`config.mk`:
```
export PLATFORM = sky130hd
export DESIGN_NAME = vector_mac_pipe
export DESIGN_NICKNAME = d
export VERILOG_FILES = /design/src/rtl/vector_mac_pipe.sv
export SDC_FILE = /design/constraint.sdc
export NUM_CORES = 1
export LEC_CHECK = 0
export CORE_ASPECT_RATIO = 0.9
export CORE_MARGIN = 8
export CORE_UTILIZATION = 35
export CTS_CLUSTER_SIZE = 8
export DETAILED_ROUTE_END_ITERATION = 8
export GPL_TIMING_DRIVEN = 0
export PLACE_DENSITY = 0.62
export SLEW_MARGIN = 10
export SYNTH_ARGS = -nofsm -noshare
export SYNTH_HDL_FRONTEND = slang
export SYNTH_SLANG_ARGS = --single-unit
```
`constraint.sdc`:
```
create_clock -name clk -period 5.66 [get_ports clk]
set_input_delay 0.849 -clock clk [delete_from_list [all_inputs] [get_ports clk]]
set_output_delay 0.849 -clock clk [all_outputs]
set_load 0.005 [all_outputs]
```
`src/rtl/vector_mac_pipe.sv`:
```
// rtl/vector_mac_pipe.sv - pipelined LANES-wide multiplier with elementwise and dot-accumulate modes; optional macro VMUL_SIGNED_EN
module vector_mac_pipe #(
  parameter int LANES     = 4,
  parameter int WIDTH     = 8,
  parameter int ACC_WIDTH = 2*WIDTH+8
) (
  input  logic                     clk,
  input  logic                     rst_n,
  input  logic                     in_valid,
  output logic                     in_ready,
  input  logic [LANES*WIDTH-1:0]   in_a,
  input  logic [LANES*WIDTH-1:0]   in_b,
  input  logic                     in_mode,
  input  logic                     in_last,
  output logic                     out_valid,
  input  logic                     out_ready,
  output logic [LANES*2*WIDTH-1:0] out_prod,
  output logic [ACC_WIDTH-1:0]     out_dot,
  output logic                     out_mode,
  output logic [7:0]               out_beats
);

  localparam int PW = 2*WIDTH;

  logic                 stall;
  logic [LANES*PW-1:0]  mul_prod;
  logic [LANES*PW-1:0]  s1_prod;
  logic                 s1_valid;
  logic                 s1_mode;
  logic                 s1_last;
  logic [ACC_WIDTH-1:0] acc;
  logic [ACC_WIDTH-1:0] lane_sum;
  logic [7:0]           beat_cnt;
  logic [7:0]           beat_inc;

  // A presented result that is not taken freezes the whole pipe
  assign stall    = out_valid && !out_ready;
  assign in_ready = !stall;

  // Full-width product of every lane for the beat on the input port
  always_comb begin
    mul_prod = '0;
    for (int i = 0; i < LANES; i++) begin
`ifdef VMUL_SIGNED_EN
      mul_prod[i*PW +: PW] = PW'($signed(in_a[i*WIDTH +: WIDTH])) *
                             PW'($signed(in_b[i*WIDTH +: WIDTH]));
`else
      mul_prod[i*PW +: PW] = PW'(in_a[i*WIDTH +: WIDTH]) *
                             PW'(in_b[i*WIDTH +: WIDTH]);
`endif
    end
  end

  // Sum of the registered lane products, extended to accumulator width
  always_comb begin
    lane_sum = '0;
    for (int i = 0; i < LANES; i++) begin
`ifdef VMUL_SIGNED_EN
      lane_sum = lane_sum + ACC_WIDTH'($signed(s1_prod[i*PW +: PW]));
`else
      lane_sum = lane_sum + ACC_WIDTH'(s1_prod[i*PW +: PW]);
`endif
    end
  end

  // Beat counter advance, sticking at 255
  assign beat_inc = (beat_cnt == 8'hFF) ? 8'hFF : beat_cnt + 8'd1;

  // Stage 1: capture products and beat attributes unless stalled
  always_ff @(posedge clk or negedge rst_n) begin
    if (!rst_n) begin
      s1_valid <= 1'b0;
      s1_mode  <= 1'b0;
      s1_last  <= 1'b0;
      s1_prod  <= '0;
    end else if (!stall) begin
      s1_valid <= in_valid;
      s1_mode  <= in_mode;
      s1_last  <= in_last;
      s1_prod  <= mul_prod;
    end
  end

  // Stage 2: present elementwise results, accumulate dot beats, emit on last
  always_ff @(posedge clk or negedge rst_n) begin
    if (!rst_n) begin
      out_valid <= 1'b0;
      out_prod  <= '0;
      out_dot   <= '0;
      out_mode  <= 1'b0;
      out_beats <= 8'd0;
      acc       <= '0;
      beat_cnt  <= 8'd0;
    end else if (!stall) begin
      out_valid <= 1'b0;
      if (s1_valid) begin
        if (!s1_mode) begin
          out_valid <= 1'b1;
          out_prod  <= s1_prod;
          out_mode  <= 1'b0;
        end else if (s1_last) begin
          out_valid <= 1'b1;
          out_prod  <= s1_prod;
          out_mode  <= 1'b1;
          out_dot   <= acc + lane_sum;
          out_beats <= beat_inc;
          acc       <= '0;
          beat_cnt  <= 8'd0;
        end else begin
          acc       <= acc + lane_sum;
          beat_cnt  <= beat_inc;
        end
      end
    end
  end

endmodule

```
After elaboration in Yosys (flattened, before gate mapping). Cells that the tools add are included.

Multiplexer cells: 10. Reduce and logical (&&, ||, !) cells: 6. Eq/ne operators: 2. $lt $le $gt $ge: 0. $mul: 4. Div/mod/pow operators: 0. Shift-type cells: 0. Add/sub/neg operators: 5. Bitwise logic cells: 1.

Operator list (count): two-way mux 64 bit (2); multiplier 8 x 8 -> 16 bit (4); adder 24 x 19 -> 24 bit (1); two-way mux 24 bit (1); adder 18 x 16 -> 19 bit (1); adder 17 x 16 -> 18 bit (1); adder 16 x 16 -> 17 bit (1); two-way mux 8 bit (2); adder 8 x 1 -> 8 bit (second input constant) (1); equality test 8 bit (second input constant) (1); AND reduction 3 bit (2); two-way mux 1 bit (5); AND reduction 4 bit (1); zero test 1 bit (2); != test 2 x 1 -> 1 bit (second input constant) (1); logical AND 1 bit (1); NOT 1 bit (1).

Memory bits (read-only): 0. Bits in registers: 197. Bits in latches: 0. Bits of input ports: 70. Memories: 0. Logic and storage cells: 39. Bits in writable memories: 0. Output and inout bits: 99.

Depth between registers and ports, before layout. Gate-level depths: netlist (run 1).

Depth in word-level cells: 5. Gate-level depth with buffers: 17. Mapped depth without buffers: 17.

Least setup slack after synthesis (run 1). OpenSTA, ideal clock, no wires.

Path type: input to register. From: in in_b[20]. To: reg s1_prod[47]. Setup time: 0.094 ns. Data required time: 5.566 ns. Path slack: 0.967 ns. Path buffers: 0. Data arrival time: 4.599 ns. Stages on the path: 15. Cell sequence: and2_1 fa_1 inv_1 fa_1 inv_1 fa_1 inv_1 fa_1 inv_1 ha_1 or3_1 o2111a_1 o21ai_0 a21oi_1 a211oi_1.

Word-level cells in the longest chain between the ends: 1.

RTL lines: start, declared (RTL line 12) `input logic [LANES*WIDTH-1:0] in_b,`; multiplier 8 x 8 -> 16 bit (RTL line 48) `mul_prod[i*PW +: PW] = PW'(in_a[i*WIDTH +: WIDTH]) *`; end signal, assigned (RTL line 80) `s1_prod <= mul_prod;`; end, declared (RTL line 27) `logic [LANES*PW-1:0] s1_prod;`.

No other way between the ends. A chain may end at the register's enable or synchronous reset.

Worst setup path in the final report (run 1).
From: in out_ready. To: out in_ready.

Word-level cells in the longest chain between the ends: 3.

RTL lines: start, declared (RTL line 16) `input logic out_ready,`; zero test 1 bit (RTL line 37) `assign stall = out_valid && !out_ready;`; logical AND 1 bit (RTL line 37); zero test 1 bit; end, declared (RTL line 10) `output logic in_ready,`.

No other way between the ends.

==> metrics.yaml, run 1 <==
hpwlAfterDp_um: 40200
syn2layout_area_growth_pct: 18.0
drc_errors: 0
insertion_delay_ps: 460
ys_warn_count: 0
instances_no_fill: 2795
outcome: "finished clean"
first_pass_iters: 7
synth-async-reset-ratio: 1.00
htreeDepth: 4
diodes: 0
viasPerCell: 4.91
final_cell_area_um2: 21300
start_kind: "input port"
die_h_um: 231
grt_pass1_wl_um: 79400
hold_class: "input port to async pin"
crit_arrival_ps: 4570
fin_crit_sh: 0.957
track_usage: 0.172
clkSlewWorstSetupHoldPaths_ps: 70
hold_buffers: 0
synth_ff_type: "dfrtp_1"
critPathCaptureType: "primary output"
fin_nets: 2523
placed_cell_area_um2: 20600
synth.yosys.seq_area_share: 0.273
core_region_area_um2: 51300
numCtsBuffers: 17
fin_setup_tns_ps: 0
die_width_um: 255
synth_edf_count: 0
drtIter0Drc: 849
syn-instance-count: 1906
io_pins: 169
antenna_found_initial: 2
cts_root_buffer: "clkbuf_16"
wirelength_um: 49200
synth.cell_area_um2: 18000
clock_path_buffers: 2
avgSynthCellArea_um2: 9.46
final_layout_size_suffix_gt1_frac: 0.0413
placement.io_buffers: 168
grt_max_degree: 103
drv_slew: 0
fp-row-count: 79
period_needed_ps: 5420
crit_type: "input port to primary output"
vias: 13700
start_util: 0.351
cts_sinks: 197
finalHoldViolCount: 0
tightestPinTransition_ps: 902
ant_nets: 0
finalClockSkew_ps: 11.2
fmax_mhz: 185
grt_pass1_vias: 14400
syn_nets: 2335
cts.repair.resized: 0
ys_ff_latch: 197
grt-ovfl-total: 0
post_cts_buffers: 0
die-area_um2: 59000
rsz0062_at_grt: "no"
crit_fanout: 10
gp_congestion: 0.861
maxCapViolCount: 0
cts_tree: "yes"
dp_cells: 2763
fin_util: 0.415
synth.distinct_cells: 66
cp.required_ps: 4810
setup_viol: 0
max_slew_margin: 0.399
drt-wirelength-per-cell_um: 17.6
## per-stage QoR
| step | setup WS [ps] | hold slack [ps] |
|---|---|---|
| after floorplan | 967 | 449 |
| after global placement | -4640 | 462 |
| after detailed placement | -189 | 468 |
| after CTS | 280 | 472 |
| after global routing | 66.2 | 488 |
| final | 245 | 414 |
## worst paths after layout
path | slack (ps) | to | depth (start not counted) | from
worst max-delay path | 240 | in_ready | 8 | out_ready
worst min-delay path | 410 | out_dot[23] | 1 | rst_n
worst max register to register | 1270 | out_dot[15] | 14 | s1_prod[1]
worst min register to register | 480 | out_prod[23] | 2 | out_prod[23]
max in group asynchronous | 4270 | out_prod[37] | 2 | rst_n
min in group clk | 480 | out_prod[23] | 2 | out_prod[23]
## sequential cells by signal, summed over array words and instances, names as in the netlist
name       flops
acc           24
s1_mode        1
beat_cnt       8
out_dot       24
out_beats      8
s1_last        1
out_mode       1
s1_prod       64
out_valid      1
out_prod      64
s1_valid       1
## area by class of cell
| class | count | area (um2) |
|---|---|---|
| Multi-Input combinational cell | 1345 | 11700 |
| Buffer | 48 | 224 |
| Tap cell | 688 | 861 |
| Timing Repair Buffer | 169 | 1710 |
| Clock buffer | 17 | 425 |
| Inverter | 316 | 1190 |
| Fill cell | 5031 | 30000 |
| Clock inverter | 15 | 243 |
| Sequential cell | 197 | 4930 |
## routing by layer
layer	GRT usage	wire length, um
met3	0.0378	3330
met5	0	26
met1	0.233	22100
met2	0.278	22800
met4	0.0393	920
## worst max-delay path, cell delays in order
cell	delay (ps)
clkdlybuf4s50_1	450
nor2b_1	40
clkbuf_1	290
inv_1	290
clkbuf_1	710
buf_1	660
buf_1	580
clkdlybuf4s50_1	670
## cell usage after synthesis, types with 3 or more instances
master    instances  area share
inv_1           316       0.066
and2_1          223       0.077
nand2_1         214       0.045
dfrtp_1         197        0.27
fa_1            191        0.21
ha_1            168        0.12
o21ai_0         117       0.032
nor2_1           64       0.013
a21oi_1          58       0.016
clkbuf_1         37      0.0077
xnor2_1          31       0.015
mux2_2           30       0.019
xor2_1           27       0.013
nand3_1          23      0.0064
a21o_1           22      0.0092
a22o_1           14      0.0068
a31oi_1          14      0.0049
nor3_1           12      0.0033
o21a_1           11      0.0046
nand4_1           9      0.0031
nor2b_1           9      0.0031
nand2b_1          8      0.0028
and3_1            7      0.0024
nor3b_1           7      0.0029
o21bai_1          7      0.0029
o41ai_1           7      0.0034
or3_1             7      0.0024
a211oi_1          6      0.0025
a21boi_0          6      0.0025
o31ai_1           5      0.0021
a221oi_2          3      0.0025
a41oi_1           3      0.0015
and2_0            3      0.0010
buf_1             3     0.00062
nor4_1            3      0.0010
o21ai_2           3      0.0015
o22ai_1           3      0.0010
## kinds of logic (layout without fill, tap and decap cells)
logic type	count (synthesis)	in the layout	share of synthesized area
adder cells (fa/ha/maj)	359	359	0.329
multiplexers	32	32	0.0198
AO/OA/AOI/OAI	298	298	0.104
buffers and inverters	364	565	0.0782
AND/OR/NAND/NOR	598	598	0.168
flip-flops	197	197	0.273
XOR/XNOR	58	58	0.0282
## placed cells by master, fill, tap and decap left out, types with 7 or more instances in the layout
cell type        netlist  routed
inv_1                316     316
and2_1               223     223
nand2_1              214     214
dfrtp_1              197     197
fa_1                 191     191
ha_1                 168     168
clkdlybuf4s50_1        0     167
o21ai_0              117     117
nor2_1                64      64
a21oi_1               58      58
clkbuf_1              37      37
xnor2_1               31      31
mux2_2                30      30
xor2_1                27      27
nand3_1               23      23
a21o_1                22      22
clkbuf_16              0      17
a31oi_1               14      14
a22o_1                14      14
nor3_1                12      12
o21a_1                11      11
nor2b_1                9       9
nand4_1                9       9
nand2b_1               8       8
or3_1                  7       7
nor3b_1                7       7
and3_1                 7       7
o21bai_1               7       7
o41ai_1                7       7
Power of run 1 is not shown: default switching activity piles up to over one toggle a cycle in this logic, so the estimate is an artifact.
==> inputs of run 2 (changes only) <==
- PLACE_DENSITY: 0.62 -> default
==> run 2 against run 1 <==
Net effect: cell count about the same; clock skew about the same; critical path depth unchanged; via count up 0.23%; sequential cell count unchanged; global-route usage down 0.16 points; wire length down 0.19%; largest cell class unchanged.
==> metrics.yaml, run 2 (synthesized netlist as in run 1, its figures left out) <==
die_h_um: 231  # unchanged
r2r-start: "s1_prod[1]"  # unchanged
finalClockSkew_ps: 11.2  # about the same
diodes: 0  # unchanged
hold_class: "input port to async pin"  # unchanged
r2r_end: "out_dot[23]"  # was out_dot[15]
grt_pass1_wl_um: 78700  # was 79400 um
layout_common_cells: "316 x inv_1, 223 x and2_1, 214 x nand2_1, 197 x dfrtp_1, 191 x fa_1"  # unchanged
maxCapViolCount: 0  # unchanged
fin_nets: 2524  # was 2523
wirelength_um: 49100  # was 49200 um
fin_util: 0.413  # was 0.415
multi_input_area_um2: 11700  # unchanged
r2r_slack_ps: 1280  # was 1270 ps
post_cts_buffers: 0  # unchanged
clkSlewWorstSetupHoldPaths_ps: 80  # was 70 ps
numCtsBuffers: 17  # unchanged
timing.hold.ws_ps: 300  # was 414 ps
viasPerCell: 4.92  # was 4.91
core_region_area_um2: 51300  # unchanged
track_usage: 0.170  # was 0.172
fp-row-count: 79  # unchanged
crit_path_cell_trace: "clkdlybuf4s50_1 > nor2b_1 > clkbuf_1 > inv_1 > clkbuf_1 > buf_1 > buf_1 > clkdlybuf4s50_1"  # unchanged
insertion_delay_ps: 460  # about the same
final_common_cell: "inv_1"  # unchanged
hpwlAfterDp_um: 40500  # was 40200 um
start_kind: "input port"  # unchanged
wl_met1_um: 22300  # was 22100 um
antenna_found_initial: 1  # was 2
final_layout_size_suffix_gt1_frac: 0.0417  # was 0.0413
ant_nets: 0  # unchanged
start_util: 0.351  # unchanged
clock_path_buffers: 2  # unchanged
top_regs: "out_prod x64, s1_prod x64"  # unchanged
hold_buffers: 0  # unchanged
crit_type: "input port to primary output"  # unchanged
cts_root_buffer: "clkbuf_16"  # unchanged
finalHoldViolCount: 0  # unchanged
drt-wirelength-per-cell_um: 17.6  # about the same
seq_area_um2: 4930  # unchanged
period_needed_ps: 5450  # was 5420 ps
drv_slew: 0  # unchanged
crit_fanout: 10  # unchanged
cts_sinks: 197  # unchanged
die_width_um: 255  # unchanged
placement.io_buffers: 168  # unchanged
wl_met3_um: 2720  # was 3330 um
cp_slowest_stage_delay_ps: 720  # was 710 ps
vias: 13800  # was 13.7k
reg2reg_depth: 14  # unchanged
grt_max_degree: 77  # was 103
drtIter0Drc: 782  # was 849
wl_met2_um: 23200  # was 22800 um
grt_pass1_vias: 14300  # was 14.4k
outcome: "finished clean"  # unchanged
cpMaxStageDelayCell: "clkbuf_1"  # unchanged
io_pins: 169  # unchanged
critPathCaptureType: "primary output"  # unchanged
first_pass_iters: 7  # unchanged
rsz0062_at_grt: "no"  # unchanged
route.top_layer_used: "met4"  # was met5
fmax_mhz: 183  # was 185 MHz
cts_tree: "yes"  # unchanged
setup_viol: 0  # unchanged
cts.repair.resized: 0  # unchanged
fin_crit_sh: 0.964  # was 0.957
crit_arrival_ps: 4610  # was 4570 ps
die-area_um2: 59000  # unchanged
drc_errors: 0  # unchanged
syn2layout_area_growth_pct: 17.6  # was 18.0%
tightestPinTransition_ps: 924  # was 902 ps
cp.required_ps: 4810  # about the same
max_slew_margin: 0.384  # was 0.399
grt-ovfl-total: 0  # unchanged
htreeDepth: 4  # unchanged
gp_congestion: 0.854  # was 0.861
nFillCells: 5055  # was 5031
-- run 2: stage by stage --
| step | instance area [um2] | cells | worst slack (ps) | TNS [ps] |
|---|---|---|---|---|
| 5_1_grt | 21200 | 2796 | 78.6 | 0 |
| 3_5_place_dp | 20600 | 2764 | -155 | -155 |
| 4_1_cts | 21200 | 2796 | 162 | 0 |
| 6_report | 21200 | 2796 | 206 | 0 |
| 2_1_floorplan | 18000 | 1906 | 967 | 0 |
| 3_3_place_gp | 20600 | 2762 | -4620 | -903730 |
-- run 2: cell type report --
| class | instances | area share |
|---|---|---|
| multi-input cells | 1345 | 0.551 |
| flip-flops and latches | 197 | 0.233 |
| repair buffers | 170 | 0.0822 |
| inverters | 316 | 0.0560 |
| well taps | 688 | 0.0406 |
| clock buffers | 17 | 0.0201 |
| plain buffers | 48 | 0.0106 |
| clock inverters | 15 | 0.00667 |
-- run 2: routing by layer --
layer / GRT usage / vias up
li1: - / 6478
met1: 0.229 / 6916
met2: 0.281 / 323
met3: 0.0321 / 43
met4: 0.0377 / 0
met5: 0 / -
-- run 2: worst max-delay path by stage --
stage / endpoint / cells after the start / start / slack, ps
final: in_ready / 8 / out_ready / 210
after global routing: in_ready / 8 / out_ready / 80
after CTS: in_ready / 8 / out_ready / 160
after detailed placement: s1_prod[31] / 16 / in_b[10] / -150
after global placement: out_valid / 1 / rst_n / -4620
after floorplan: s1_prod[47] / 15 / in_b[20] / 970
-- run 2: critical path: cells and delay by family --
family	cells	cell delay [ps]
simple gates	1	40
buf+inv	7	3690
Power of run 2 is left out for the same reason.
